$ cat config.mk
export PLATFORM = sky130hd
export DESIGN_NAME = pixel_gap_filling_flat
export DESIGN_NICKNAME = d
export VERILOG_FILES = /design/src/rtl/pixel_gap_filling_if.sv /design/src/rtl/pixel_gap_filling.sv /design/src/flat_wrapper.sv
export SDC_FILE = /design/constraint.sdc
export NUM_CORES = 1
export LEC_CHECK = 0
export CORE_AREA = 2 2 166 168
export CTS_CLUSTER_DIAMETER = 100
export DETAILED_ROUTE_END_ITERATION = 10
export DIE_AREA = 0 0 168 170
export PLACE_DENSITY = 0.56
export SLEW_MARGIN = 25
export SYNTH_ARGS = -nofsm -noshare
export SYNTH_HDL_FRONTEND = slang
export SYNTH_SLANG_ARGS = --single-unit
export TNS_END_PERCENT = 100
$ cat constraint.sdc
create_clock -name clk -period 3.7 [get_ports clk]
set_input_delay 0.74 -clock clk [delete_from_list [all_inputs] [get_ports clk]]
set_output_delay 0.74 -clock clk [all_outputs]
set_load 0.02 [all_outputs]
$ cat src/rtl/pixel_gap_filling_if.sv
// rtl/pixel_gap_filling_if.sv - frame RAM port bundle between the gap filler and the shared frame buffer
interface pixel_gap_filling_if #(
  parameter int ADDR_W = 18,
  parameter int DATA_W = 32
);
  logic [DATA_W-1:0] data_read;
  logic              wren;
  logic [DATA_W-1:0] data_write;
  logic [ADDR_W-1:0] address;

  modport master (input data_read, output wren, output data_write, output address);
  modport slave  (output data_read, input wren, input data_write, input address);
endinterface

$ cat src/rtl/pixel_gap_filling.sv
// rtl/pixel_gap_filling.sv - single-pixel gap filler over frame RAM, X or Y mode; PIXEL_GAP_FILL_COUNT_EN adds fill_count
module pixel_gap_filling #(
  parameter int IMG_WIDTH  = 320,
  parameter int IMG_HEIGHT = 240,
  parameter int SKIP_LINES = 7,
  parameter int ADDR_W     = 18,
  parameter int DATA_W     = 32,
  parameter int RD_LAT     = 2,
  parameter int MARK_VALUE = 1,
  parameter int FILL_VALUE = 1
) (
  input  logic                clk,
  input  logic                reset_n,
  input  logic                pause,
  input  logic                enable,
  input  logic                direction,
  pixel_gap_filling_if.master ram,
`ifdef PIXEL_GAP_FILL_COUNT_EN
  output logic [ADDR_W-1:0]   fill_count,
`endif
  output logic                done
);

  typedef enum logic [2:0] {S_IDLE, S_RD_C, S_RD_R, S_RD_L, S_WRITE, S_NEXT, S_DONE} state_t;

  localparam int CNT_W = $clog2(RD_LAT + 1);
  localparam int COL_W = (IMG_WIDTH > 2) ? $clog2(IMG_WIDTH) : 1;
  localparam logic [ADDR_W-1:0] START_P = ADDR_W'(SKIP_LINES * IMG_WIDTH);
  localparam logic [ADDR_W-1:0] LAST_P  = ADDR_W'((IMG_HEIGHT - SKIP_LINES) * IMG_WIDTH - 1);
  localparam logic [ADDR_W-1:0] WIDTH_P = ADDR_W'(IMG_WIDTH);
  localparam logic [CNT_W-1:0]  LAT_END = CNT_W'(RD_LAT - 1);
  localparam logic [COL_W-1:0]  COL_END = COL_W'(IMG_WIDTH - 1);
  localparam logic [DATA_W-1:0] MARK    = DATA_W'(MARK_VALUE);
  localparam logic [DATA_W-1:0] FILL    = DATA_W'(FILL_VALUE);

  state_t            state_q, state_d;
  logic [ADDR_W-1:0] p_q, p_d;
  logic [COL_W-1:0]  col_q, col_d;
  logic              dir_q, dir_d;
  logic [CNT_W-1:0]  cnt_q, cnt_d;
  logic [DATA_W-1:0] c_q, c_d;
  logic [DATA_W-1:0] r_q, r_d;
  logic              wren_q, wren_d;
  logic [DATA_W-1:0] wdata_q, wdata_d;
  logic [ADDR_W-1:0] addr_q, addr_d;
  logic              done_q, done_d;

  logic [ADDR_W-1:0] step;
  logic [COL_W-1:0]  col_inc;
  logic              next_edge;
  logic              gap;

  // Neighbour step, column tracking for the following pixel, and the gap test on the left read
  always_comb begin
    step      = dir_q ? WIDTH_P : ADDR_W'(1);
    col_inc   = (col_q == COL_END) ? '0 : col_q + 1'b1;
    next_edge = (col_inc == '0) || (col_inc == COL_END);
    gap       = (c_q != MARK) && (ram.data_read == MARK) && (r_q == MARK);
  end

  // Next-state and registered-output values; pause freezes everything but drops wren
  always_comb begin
    state_d = state_q;
    p_d     = p_q;
    col_d   = col_q;
    dir_d   = dir_q;
    cnt_d   = cnt_q;
    c_d     = c_q;
    r_d     = r_q;
    wren_d  = 1'b0;
    wdata_d = wdata_q;
    addr_d  = addr_q;
    done_d  = done_q;
    if (pause) begin
      // the read in progress is retimed from scratch once the arbiter releases the RAM
      if (state_q == S_RD_C || state_q == S_RD_R || state_q == S_RD_L) cnt_d = '0;
    end else if (state_q != S_IDLE && !enable) begin
      state_d = S_IDLE;
      wdata_d = '0;
      addr_d  = '0;
      done_d  = 1'b0;
    end else begin
      case (state_q)
        S_IDLE: begin
          if (enable && !done_q) begin
            dir_d   = direction;
            p_d     = START_P;
            col_d   = '0;
            cnt_d   = '0;
            // the first pixel sits in column 0, which X mode never touches
            state_d = direction ? S_RD_C : S_NEXT;
          end
        end
        S_RD_C: begin
          if (cnt_q == LAT_END) begin
            c_d     = ram.data_read;
            cnt_d   = '0;
            state_d = S_RD_R;
          end else begin
            cnt_d = cnt_q + 1'b1;
          end
        end
        S_RD_R: begin
          if (cnt_q == LAT_END) begin
            r_d     = ram.data_read;
            cnt_d   = '0;
            state_d = S_RD_L;
          end else begin
            cnt_d = cnt_q + 1'b1;
          end
        end
        S_RD_L: begin
          if (cnt_q == LAT_END) begin
            cnt_d   = '0;
            wren_d  = 1'b1;
            wdata_d = gap ? FILL : c_q;
            state_d = S_WRITE;
          end else begin
            cnt_d = cnt_q + 1'b1;
          end
        end
        S_WRITE: begin
          // wren low here means a pause swallowed the pulse, so issue it again
          if (wren_q) state_d = S_NEXT;
          else        wren_d  = 1'b1;
        end
        S_NEXT: begin
          if (p_q == LAST_P) begin
            state_d = S_DONE;
            done_d  = 1'b1;
            addr_d  = '0;
          end else begin
            p_d     = p_q + 1'b1;
            col_d   = col_inc;
            state_d = (!dir_q && next_edge) ? S_NEXT : S_RD_C;
          end
        end
        S_DONE:  ;
        default: state_d = S_IDLE;
      endcase
      case (state_d)
        S_RD_C, S_WRITE: addr_d = p_d;
        S_RD_R:          addr_d = p_d + step;
        S_RD_L:          addr_d = p_d - step;
        default:         ;
      endcase
    end
  end

  // State, pointer, captured words and registered RAM outputs
  always_ff @(posedge clk or negedge reset_n) begin
    if (!reset_n) begin
      state_q <= S_IDLE;
      p_q     <= '0;
      col_q   <= '0;
      dir_q   <= 1'b0;
      cnt_q   <= '0;
      c_q     <= '0;
      r_q     <= '0;
      wren_q  <= 1'b0;
      wdata_q <= '0;
      addr_q  <= '0;
      done_q  <= 1'b0;
    end else begin
      state_q <= state_d;
      p_q     <= p_d;
      col_q   <= col_d;
      dir_q   <= dir_d;
      cnt_q   <= cnt_d;
      c_q     <= c_d;
      r_q     <= r_d;
      wren_q  <= wren_d;
      wdata_q <= wdata_d;
      addr_q  <= addr_d;
      done_q  <= done_d;
    end
  end

`ifdef PIXEL_GAP_FILL_COUNT_EN
  logic [ADDR_W-1:0] fill_count_q;

  // Count fills when the write is decided, so a reissued write is not counted twice
  always_ff @(posedge clk or negedge reset_n) begin
    if (!reset_n) begin
      fill_count_q <= '0;
    end else if (!pause && state_q == S_IDLE) begin
      fill_count_q <= '0;
    end else if (!pause && enable && state_q == S_RD_L && cnt_q == LAT_END && gap) begin
      fill_count_q <= fill_count_q + 1'b1;
    end
  end

  assign fill_count = fill_count_q;
`endif

  assign ram.wren       = wren_q;
  assign ram.data_write = wdata_q;
  assign ram.address    = addr_q;
  assign done           = done_q;

endmodule
$ cat src/flat_wrapper.sv
// flat-port wrapper written by rule: the top's interface ports become plain ports
module pixel_gap_filling_flat 
#(
  parameter int IMG_WIDTH  = 320,
  parameter int IMG_HEIGHT = 240,
  parameter int SKIP_LINES = 7,
  parameter int ADDR_W     = 18,
  parameter int DATA_W     = 32,
  parameter int RD_LAT     = 2,
  parameter int MARK_VALUE = 1,
  parameter int FILL_VALUE = 1
)
  (clk, reset_n, pause, enable, direction, done, ram_data_read, ram_wren, ram_data_write, ram_address);
  pixel_gap_filling_if #(.ADDR_W(ADDR_W), .DATA_W(DATA_W)) ram_i ();
  input  logic clk;
  input  logic reset_n;
  input  logic pause;
  input  logic enable;
  input  logic direction;
  output logic done;
  input wire logic [$bits(ram_i.data_read)-1:0] ram_data_read;
  output wire logic [$bits(ram_i.wren)-1:0] ram_wren;
  output wire logic [$bits(ram_i.data_write)-1:0] ram_data_write;
  output wire logic [$bits(ram_i.address)-1:0] ram_address;
  assign ram_i.data_read = ram_data_read;
  assign ram_wren = ram_i.wren;
  assign ram_data_write = ram_i.data_write;
  assign ram_address = ram_i.address;
  pixel_gap_filling #(.IMG_WIDTH(IMG_WIDTH), .IMG_HEIGHT(IMG_HEIGHT), .SKIP_LINES(SKIP_LINES), .ADDR_W(ADDR_W), .DATA_W(DATA_W), .RD_LAT(RD_LAT), .MARK_VALUE(MARK_VALUE), .FILL_VALUE(FILL_VALUE)) u_core (.clk(clk), .reset_n(reset_n), .pause(pause), .enable(enable), .direction(direction), .ram(ram_i), .done(done));
endmodule
Yosys cells after proc, flatten, opt, wreduce, memory -nomap -nowiden:

Cells that the tools add are included.

* logic and storage cells: 117
* memories kept: 0
* memory bits (read-only): 0
* memory bits (writable): 0
* bits of input ports: 37
* bits in latches: 0
* register bits after elaboration: 149

* reduce and logical (&&, ||, !) cells: 33
* $mul: 0
* shift operators: 0
* mux-type cells: 44
* $add $sub $neg: 5
* order comparisons: 0
* div/mod/pow operators: 0
* bitwise operators: 2
* equal/unequal tests: 22

Operators by type and width (count)
* 2-to-1 mux 32 bit: 4
* 2-to-1 mux 18 bit: 7
* equality test 32 x 1 -> 1 bit (second input constant): 2
* case mux 18 bit (3 select lines): 1
* 2-to-1 mux 9 bit: 4
* case mux 18 bit (2 select lines): 1
* 2-to-1 mux 3 bit: 11
* != test 32 x 1 -> 1 bit (second input constant): 1
* case mux 3 bit (7 select lines): 1
* adder 18 x 1 -> 18 bit (second input constant): 1
* adder 18 bit: 1
* equality test 18 x 17 -> 1 bit (second input constant): 1
* equality test 9 bit (second input constant): 2
* case mux 9 bit (2 select lines): 1
* subtractor 18 bit: 1
* AND reduction 4 bit: 4
* equality test 3 x 2 -> 1 bit (second input constant): 4
* equality test 3 bit (second input constant): 4
* 2-to-1 mux 2 bit: 5
* nonzero test 2 bit: 5
* nonzero test 5 bit: 2
* adder 9 x 1 -> 9 bit (second input constant): 1
* logical NOT 9 bit: 1
* AND reduction 3 bit: 3
* other kinds (19): 38

Depth between registers and ports, before layout:

Gate-level depths: netlist (run 1).

* depth after elaboration: 14
* depth in mapped cells: 20
* gate-level depth less buffers: 18

Least setup slack after synthesis (run 1):

No wires, ideal clock.

* path kind: in2reg
* start: in enable
* end: reg u_core.addr_q[10] (netlist: u_core.ram.address[10])
* path slack: -0.319 ns
* library setup time: 0.147 ns
* stages: 17
* arrival time: 3.871 ns
* path through: nand2b_1 > or3_1 > buf_2 > o221ai_1 > nor2_1 > or2_2 > ha_1 > inv_1 > ha_1 > nor2b_1 > o31a_1 > o21ai_0 > a21oi_1 > o2111ai_1 > o41ai_1 > a2111oi_0 > o221ai_1

* word-level cells in the longest chain between the ends: 9

Ends and longest elaborated chain
* start, declared: RTL line flat_wrapper.sv:18 `input logic enable;`
* branches (longest 9 deep; another with subtractor 18 bit)
* end signal, assigned: RTL line pixel_gap_filling.sv:174 `addr_q <= addr_d;`
* end, declared: RTL line pixel_gap_filling.sv:45 `logic [ADDR_W-1:0] addr_q, addr_d;`

Several ways; the timed one is not identified. The select of a mux whose other input is x is not followed.
A chain may end at the register's enable or synchronous reset.

Final worst setup path (run 1):

* start: reg u_core.p_q[15]
* end: reg u_core.addr_q[11] (netlist: u_core.ram.address[11])

* word-level cells in the longest chain between the ends: 9

Ends and longest elaborated chain
* start, declared: RTL line pixel_gap_filling.sv:37 `logic [ADDR_W-1:0] p_q, p_d;`
* start signal, assigned: RTL line pixel_gap_filling.sv:166 `p_q <= p_d;`
* equality test 18 x 17 -> 1 bit (*): RTL line pixel_gap_filling.sv:128 `if (p_q == LAST_P) begin`
* branches (longest 8 deep; another with subtractor 18 bit)

Mark *: on every way between the ends. The select of a mux whose other input is x is not followed.

==> results of run 1 <==
## critical path, cell delays in order, from the launching register on
cell      delay (ps)
dfrtp_1          390
nor4b_2          350
and4_4           310
and2_4           160
a21oi_2           60
or2_4            260
ha_4             180
inv_4             70
ha_1             210
nor2b_1          130
o31a_1           310
o31a_1           280
a211oi_2         240
o21ai_1          100
xnor2_1          150
nor2_1            50
a221o_1          270
## registers in the layout, indices dropped and copies added, names as in the netlist
signal                 flops
u_core.col_q               9
u_core.p_q                18
u_core.ram.address        18
u_core.r_q                32
u_core.done                1
u_core.ram.wren            1
u_core.state_q             3
u_core.ram.data_write     32
u_core.dir_q               1
u_core.c_q                32
u_core.cnt_q               2
## what timing repair did
action,CTS,global route
setup buffers,10,5
gates resized for setup,24,27
hold buffers,0,0
pin swaps,10,17
setup endpoints to repair,11,9
## path summary, 6_finish.rpt
path	endpoint
max reg2reg	u_core.ram.address[11]
min reg2reg	u_core.ram.address[0]
max	u_core.ram.address[11]
min	u_core.c_q[8]
min in group clk	u_core.ram.address[0]
max in group asynchronous	u_core.ram.address[13]
## cell families (layout without fill, tap and decap cells)
family | count (synthesis) | in the layout | share of synthesized area
buffers and inverters | 65 | 282 | 0.0376
DFF | 149 | 149 | 0.473
and+or+nand+nor | 239 | 239 | 0.157
AOI/OAI and AO/OA | 191 | 191 | 0.181
muxes | 71 | 71 | 0.101
adders and majority gates | 22 | 22 | 0.0358
xor gates and xnor gates | 13 | 13 | 0.0144
## cell usage in the layout (no fill, tap or decap), types with 8 or more instances in the layout
master	n
dfrtp_1	149
buf_4	134
clkdlybuf4s50_1	86
nand2_1	76
mux2_2	66
o21ai_0	44
a22o_1	31
nor4_1	27
nor2_1	27
inv_1	21
clkbuf_16	17
nand3_1	16
nor3_1	16
ha_1	15
a21oi_1	13
nand4_1	13
o221ai_1	12
and3_1	10
nand2b_1	8
a21o_1	8
## layer usage
layer / routed length, µm / vias to the layer above / GRT usage
li1: - / 3234 / -
met1: 10400 / 3370 / 0.215
met2: 11100 / 121 / 0.278
met3: 936 / 11 / 0.0300
met4: 177 / 0 / 0.0359
met5: 0 / - / 0
## metrics by stage
stage | instances | total power [mW] | cell area, µm²
6_report | 1308 | 7.59 | 11000
5_1_grt | 1308 | 8.08 | 11000
2_1_floorplan | 750 | 4.16 | 7920
3_3_place_gp | 1262 | 5.39 | 9980
4_1_cts | 1304 | 7.48 | 10800
3_5_place_dp | 1262 | 5.42 | 9980
## area by class of cell
class | count | area [µm²] | share of cell area
Sequential cell | 149 | 3730 | 0.340
Clock buffer | 17 | 425 | 0.0388
Multi-Input combinational cell | 536 | 4150 | 0.378
Timing Repair Buffer | 225 | 1940 | 0.177
Inverter | 25 | 96.3 | 0.00878
Clock inverter | 15 | 209 | 0.0190
Tap cell | 341 | 427 | 0.0389
## power by group through the flow
stage | Combinational, mW | Clock (mW) | Sequential (mW)
2_1_floorplan | 1.77 | 0 | 2.40
3_3_place_gp | 2.99 | 0 | 2.40
3_5_place_dp | 3.01 | 0 | 2.41
4_1_cts | 3.24 | 1.86 | 2.38
5_1_grt | 3.69 | 1.94 | 2.45
6_report | 3.39 | 1.83 | 2.38
==> metrics.md, run 1 <==
| Metric | Value |
|---|---|
| Largest net degree at the start of global routing | `65` |
| Worst vdd ir | `349 µV` |
| Clk Tree Root Cell | `clkbuf_16` |
| Clk pin slew, worst setup/hold paths | `80 ps` |
| Status | `complete, no violations` |
| Flop-to-flop setup slack | `60 ps` |
| Num CTS Buffers | `17` |
| DIE HEIGHT | `170 µm` |
| Estimated wirelength of the detail-placed design | `16,400 µm` |
| Sw Share | `0.372` |
| Worst hold slack | `292 ps` |
| Final core occ | `0.412` |
| Startpoint Class | `flop` |
| Clk_skew | `17.1 ps` |
| Die area | `28,600 µm²` |
| CTS H-tree lvls | `4` |
| I/O pins | `89` |
| Number of diodes | `0` |
| Share of cells above drive strength 1 | `0.306` |
| Post-synth EDFFs | `0` |
| Drt total wl | `22,700 µm` |
| Slew @ Worst Pin | `641 ps` |
| Hold WC Path Type | `input port to asynchronous set/reset pin` |
| CP Class | `flop to flop` |
| Wire per inst | `17.4 µm` |
| Synthesis-to-finish area growth | `39.1%` |
| Minimum clock period | `3640 ps` |
| Final nets | `1,013` |
| Initial DRC count | `343` |
| Gate power share | `0.446` |
| Dpl ws | `-574 ps` |
| Library cells used by synthesis | `74` |
| Drt via density | `5.15` |
| Clk sink count | `149` |
| Synth Warn # | `0` |
| Total vias in the final route | `6,736` |
| Dominant cell type by area after synthesis | `dfrtp_1` |
| Data arrival time of the worst path | `3960 ps` |
| Sequential share of power | `0.313` |
| Synth top area share | `0.473` |
| Initial Util | `0.296` |
| Seq/Total Area, Yosys | `0.473` |
| DRC viols | `0` |
| Initial antenna violation count | `0` |
| Worst Path Required | `4010 ps` |
| Synth Cell Area | `7890 µm²` |
| Row Count | `60` |
| Leakage | `4.96 nW` |
| Routability Congestion | `0.879` |
| CTS max path bufs | `2` |
| Pwr/cell area | `692 nW/µm²` |
| Clock power share | `0.240` |
| Synth Register Bits | `149` |
| Post-route ant nets | `0` |
| Pins over their slew limit | `0` |
| Worst-Skew Late Latency | `430 ps` |
| Final WS setup | `56.6 ps` |
| Crit end category | `flop` |
| Synth area leaders | `dfrtp_1, mux2_2, nand2_1, a22o_1, ha_1` |
| CTS tree | `done` |
| Final Hold Viols | `0` |
| Fill count | `2,587` |
| Post-synth top cells | `dfrtp_1, nand2_1, mux2_2` |
| Gr ovfl total | `0` |
| Global-route wire length before repair | `37,000 µm` |
| Fin crit share | `0.985` |
| Final setup violation count | `0` |
| Worst R2R Path Depth | `16` |
| Net Switching | `2.83 mW` |
| Drt pass-1 iters | `4` |
| Post-route setup TNS | `0 ps` |
| Mapped Nets | `809` |
| RR Startpoint | `u_core.p_q[15]` |
| Crit. Startpoint | `u_core.p_q[15]` |
| Average size of a mapped cell | `10.5 µm²` |
| Port buffer count | `88` |
| Syn Inst Count | `750` |
| Total GRT Usage | `0.163` |
| Die width | `168 µm` |
| Internal | `4.77 mW` |
| Max Clk Rate | `274 MHz` |
| Max-Cap Viols | `0` |
| Worst slew margin | `0.568` |
| Async SR Flop Fraction | `1.00` |
| Top_reg_cell synth | `dfrtp_1` |
| Core ar. | `26,700 µm²` |
| RSZ-0062 raised after global routing | `true` |
| CP max FO | `3` |
| Vias in the first global route | `6,863` |
| Top-count cell post-synth | `dfrtp_1` |
Note: power is estimated with default switching activity, not from simulation.
==> run 2: changes to the inputs <==
PLACE_DENSITY = 0.48   (was 0.56)
==> run 2 against run 1 <==
Fmax fell by 1.0%. Clock power fell by 4%. Clock skew fell by 1.7 ps. Sequential cell count did not move. Routed wire length rose by 4.2%. Critical path type unchanged.
==> metrics.md, run 2 (synthesized netlist as in run 1, its figures left out) <==
| Metric | Value |
|---|---|
| Fill count | `2,615 (+1.1%)` |
| RR Startpoint | `u_core.p_q[15]` |
| Port buffer count | `88 (unchanged)` |
| CP max FO | `4 (+1)` |
| Clk Tree Root Cell | `clkbuf_16` |
| Final instance area | `10,900 µm² (-0.75%)` |
| Row Count | `60 (unchanged)` |
| I/O pins | `89 (unchanged)` |
| CTS H-tree lvls | `4 (unchanged)` |
| Most frequent cells in the layout | `dfrtp_1, buf_4, clkdlybuf4s50_1` |
| Critical-path cell list | `nor4b_2 > buf_4 > and4_4 > and2_4 > a21oi_2 > or2_4 > ha_4 > inv_4 > ha_1 > nor2b_4 > o31a_1 > o311ai_2 > buf_4 > a31oi_4 > o41ai_2 > xnor2_1 > o221ai_1` |
| Gr ovfl total | `0 (unchanged)` |
| Fin cells | `1,303 (-0.38%)` |
| Worst slew margin | `0.489 (-0.0790)` |
| Pins over their slew limit | `0 (unchanged)` |
| Wire per inst | `18.2 µm (+4.6%)` |
| Startpoint Class | `flop` |
| Placed Area | `10000 µm² (+0.23%)` |
| RSZ-0062 raised after global routing | `true` |
| Initial DRC count | `506 (+48%)` |
| Total vias in the final route | `6,679 (-0.85%)` |
| Largest net degree at the start of global routing | `75 (+15%)` |
| Commonest non-fill, non-tap cell in the layout | `dfrtp_1` |
| Drt pass-1 iters | `4 (unchanged)` |
| Initial Util | `0.296 (unchanged)` |
| Worst stage delay on the critical path | `390 ps (about the same)` |
| Post-route setup TNS | `0 ps (unchanged)` |
| Most frequent CP cell | `buf_4` |
| Worst R2R Path Depth | `17 (+1)` |
| Slowest-stage cell, CP | `dfrtp_1` |
| Drt total wl | `23,700 µm (+4.2%)` |
| Drt via density | `5.13 (-0.47%)` |
| Vias in the first global route | `6,656 (-3.0%)` |
| Crit end category | `flop` |
| CP Class | `flop to flop` |
| Die width | `168 µm (unchanged)` |
| Num CTS Buffers | `17 (unchanged)` |
| Clk pin slew, worst setup/hold paths | `80 ps (about the same)` |
| Leakage | `4.90 nW (-1.1%)` |
| Die area | `28,600 µm² (unchanged)` |
| Slew @ Worst Pin | `755 ps (+115 ps)` |
| Max Clk Rate | `272 MHz (-1.0%)` |
| Minimum clock period | `3680 ps (+37.6 ps)` |
| Max-Cap Viols | `0 (unchanged)` |
| Global-route wire length before repair | `37,800 µm (+2.3%)` |
| CTS tree | `done` |
| Share of cells above drive strength 1 | `0.302 (-0.00361)` |
| Post-route ant nets | `0 (unchanged)` |
| CTS max path bufs | `2 (unchanged)` |
| Data arrival time of the worst path | `3970 ps (about the same)` |
| Final core occ | `0.409 (-0.00310)` |
| Number of diodes | `0 (unchanged)` |
| Total GRT Usage | `0.169 (+0.00612)` |
| Hold WC Path Type | `input port to asynchronous set/reset pin` |
| Worst-Skew Late Latency | `430 ps (about the same)` |
| Pwr/cell area | `683 nW/µm² (-1.3%)` |
| Reg2reg end | `u_core.ram.address[17]` |
| DRC viols | `0 (unchanged)` |
| Status | `complete, no violations` |
| Estimated wirelength of the detail-placed design | `17,100 µm (+4.5%)` |
| Final Hold Viols | `0 (unchanged)` |
| Flop-to-flop setup slack | `20 ps (-40 ps)` |
| Fin crit share | `0.995 (+0.0102)` |
| Clk_skew | `15.4 ps (-1.72 ps)` |
| Initial antenna violation count | `0 (unchanged)` |
| Final setup violation count | `0 (unchanged)` |
| Synthesis-to-finish area growth | `38.0%` |
| Worst vdd ir | `254 µV (-27%)` |
| Worst Path Required | `3990 ps (-20 ps)` |
| Dpl cells | `1,265 (+0.24%)` |
| Core ar. | `26,700 µm² (unchanged)` |
| Routability Congestion | `0.836 (-4.9%)` |
| Clk sink count | `149 (unchanged)` |
| Final nets | `1,008 (-0.49%)` |
| DIE HEIGHT | `170 µm (unchanged)` |
==> run 2: report_power, final <==
part | switching, mW | internal, mW
registers | 0.322 | 2.07
logic | 1.66 | 1.64
clock network | 0.844 | 0.906
==> run 2: worst max path at each step <==
stage	to	startpoint
2_1_floorplan	u_core.ram.address[11]	enable
3_3_place_gp	u_core.ram.address[17]	enable
3_5_place_dp	u_core.ram.address[17]	enable
4_1_cts	u_core.ram.address[10]	u_core.p_q[14]
5_1_grt	u_core.ram.address[17]	u_core.p_q[15]
6_report	u_core.ram.address[17]	u_core.p_q[15]
==> run 2: critical path, delay by kind of cell, from the launching register on <==
family                   cells  cell delay [ps]
AND/OR/NAND/NOR              5             1090
buffers and inverters        3              410
XOR/XNOR                     1              150
flip-flops                   1              390
adder cells (fa/ha/maj)      2              410
AO/OA/AOI/OAI                6             1080
==> run 2: repair_timing <==
item,in CTS,in global routing
endpoints found under the setup margin,10,10
gates resized for setup,27,27
cloned,0,0
pin swaps,12,14
buffers inserted,3,3
hold buffers,0,0
==> run 2: cell type report <==
| class | count | area, µm² | share of cell area |
|---|---|---|---|
| clock buffer | 17 | 425 | 0.0391 |
| clock inverter | 15 | 166 | 0.0153 |
| inverter | 25 | 96.3 | 0.00885 |
| multi-input combinational | 536 | 4140 | 0.380 |
| sequential | 149 | 3730 | 0.343 |
| tap | 341 | 427 | 0.0392 |
| timing repair buffer | 220 | 1910 | 0.175 |
==> run 2: layer usage <==
metal  GRT usage  vias to the layer above  part of all wire
met5           0                        -                 0
met4      0.0435                        0            0.0094
met3      0.0263                       19             0.038
met2       0.277                      130              0.48
met1       0.233                     3305              0.48
li1            -                     3225                 -
==> run 2: through the flow <==
stage / hold slack (ps) / total power, mW / worst slack, ps
CTS: 361 / 7.40 / 4.08
floorplan: 444 / 4.16 / 8.08
global placement: 478 / 5.46 / -533
global route: 374 / 7.92 / -125
finish: 328 / 7.44 / 19.0
detailed placement: 475 / 5.46 / -626
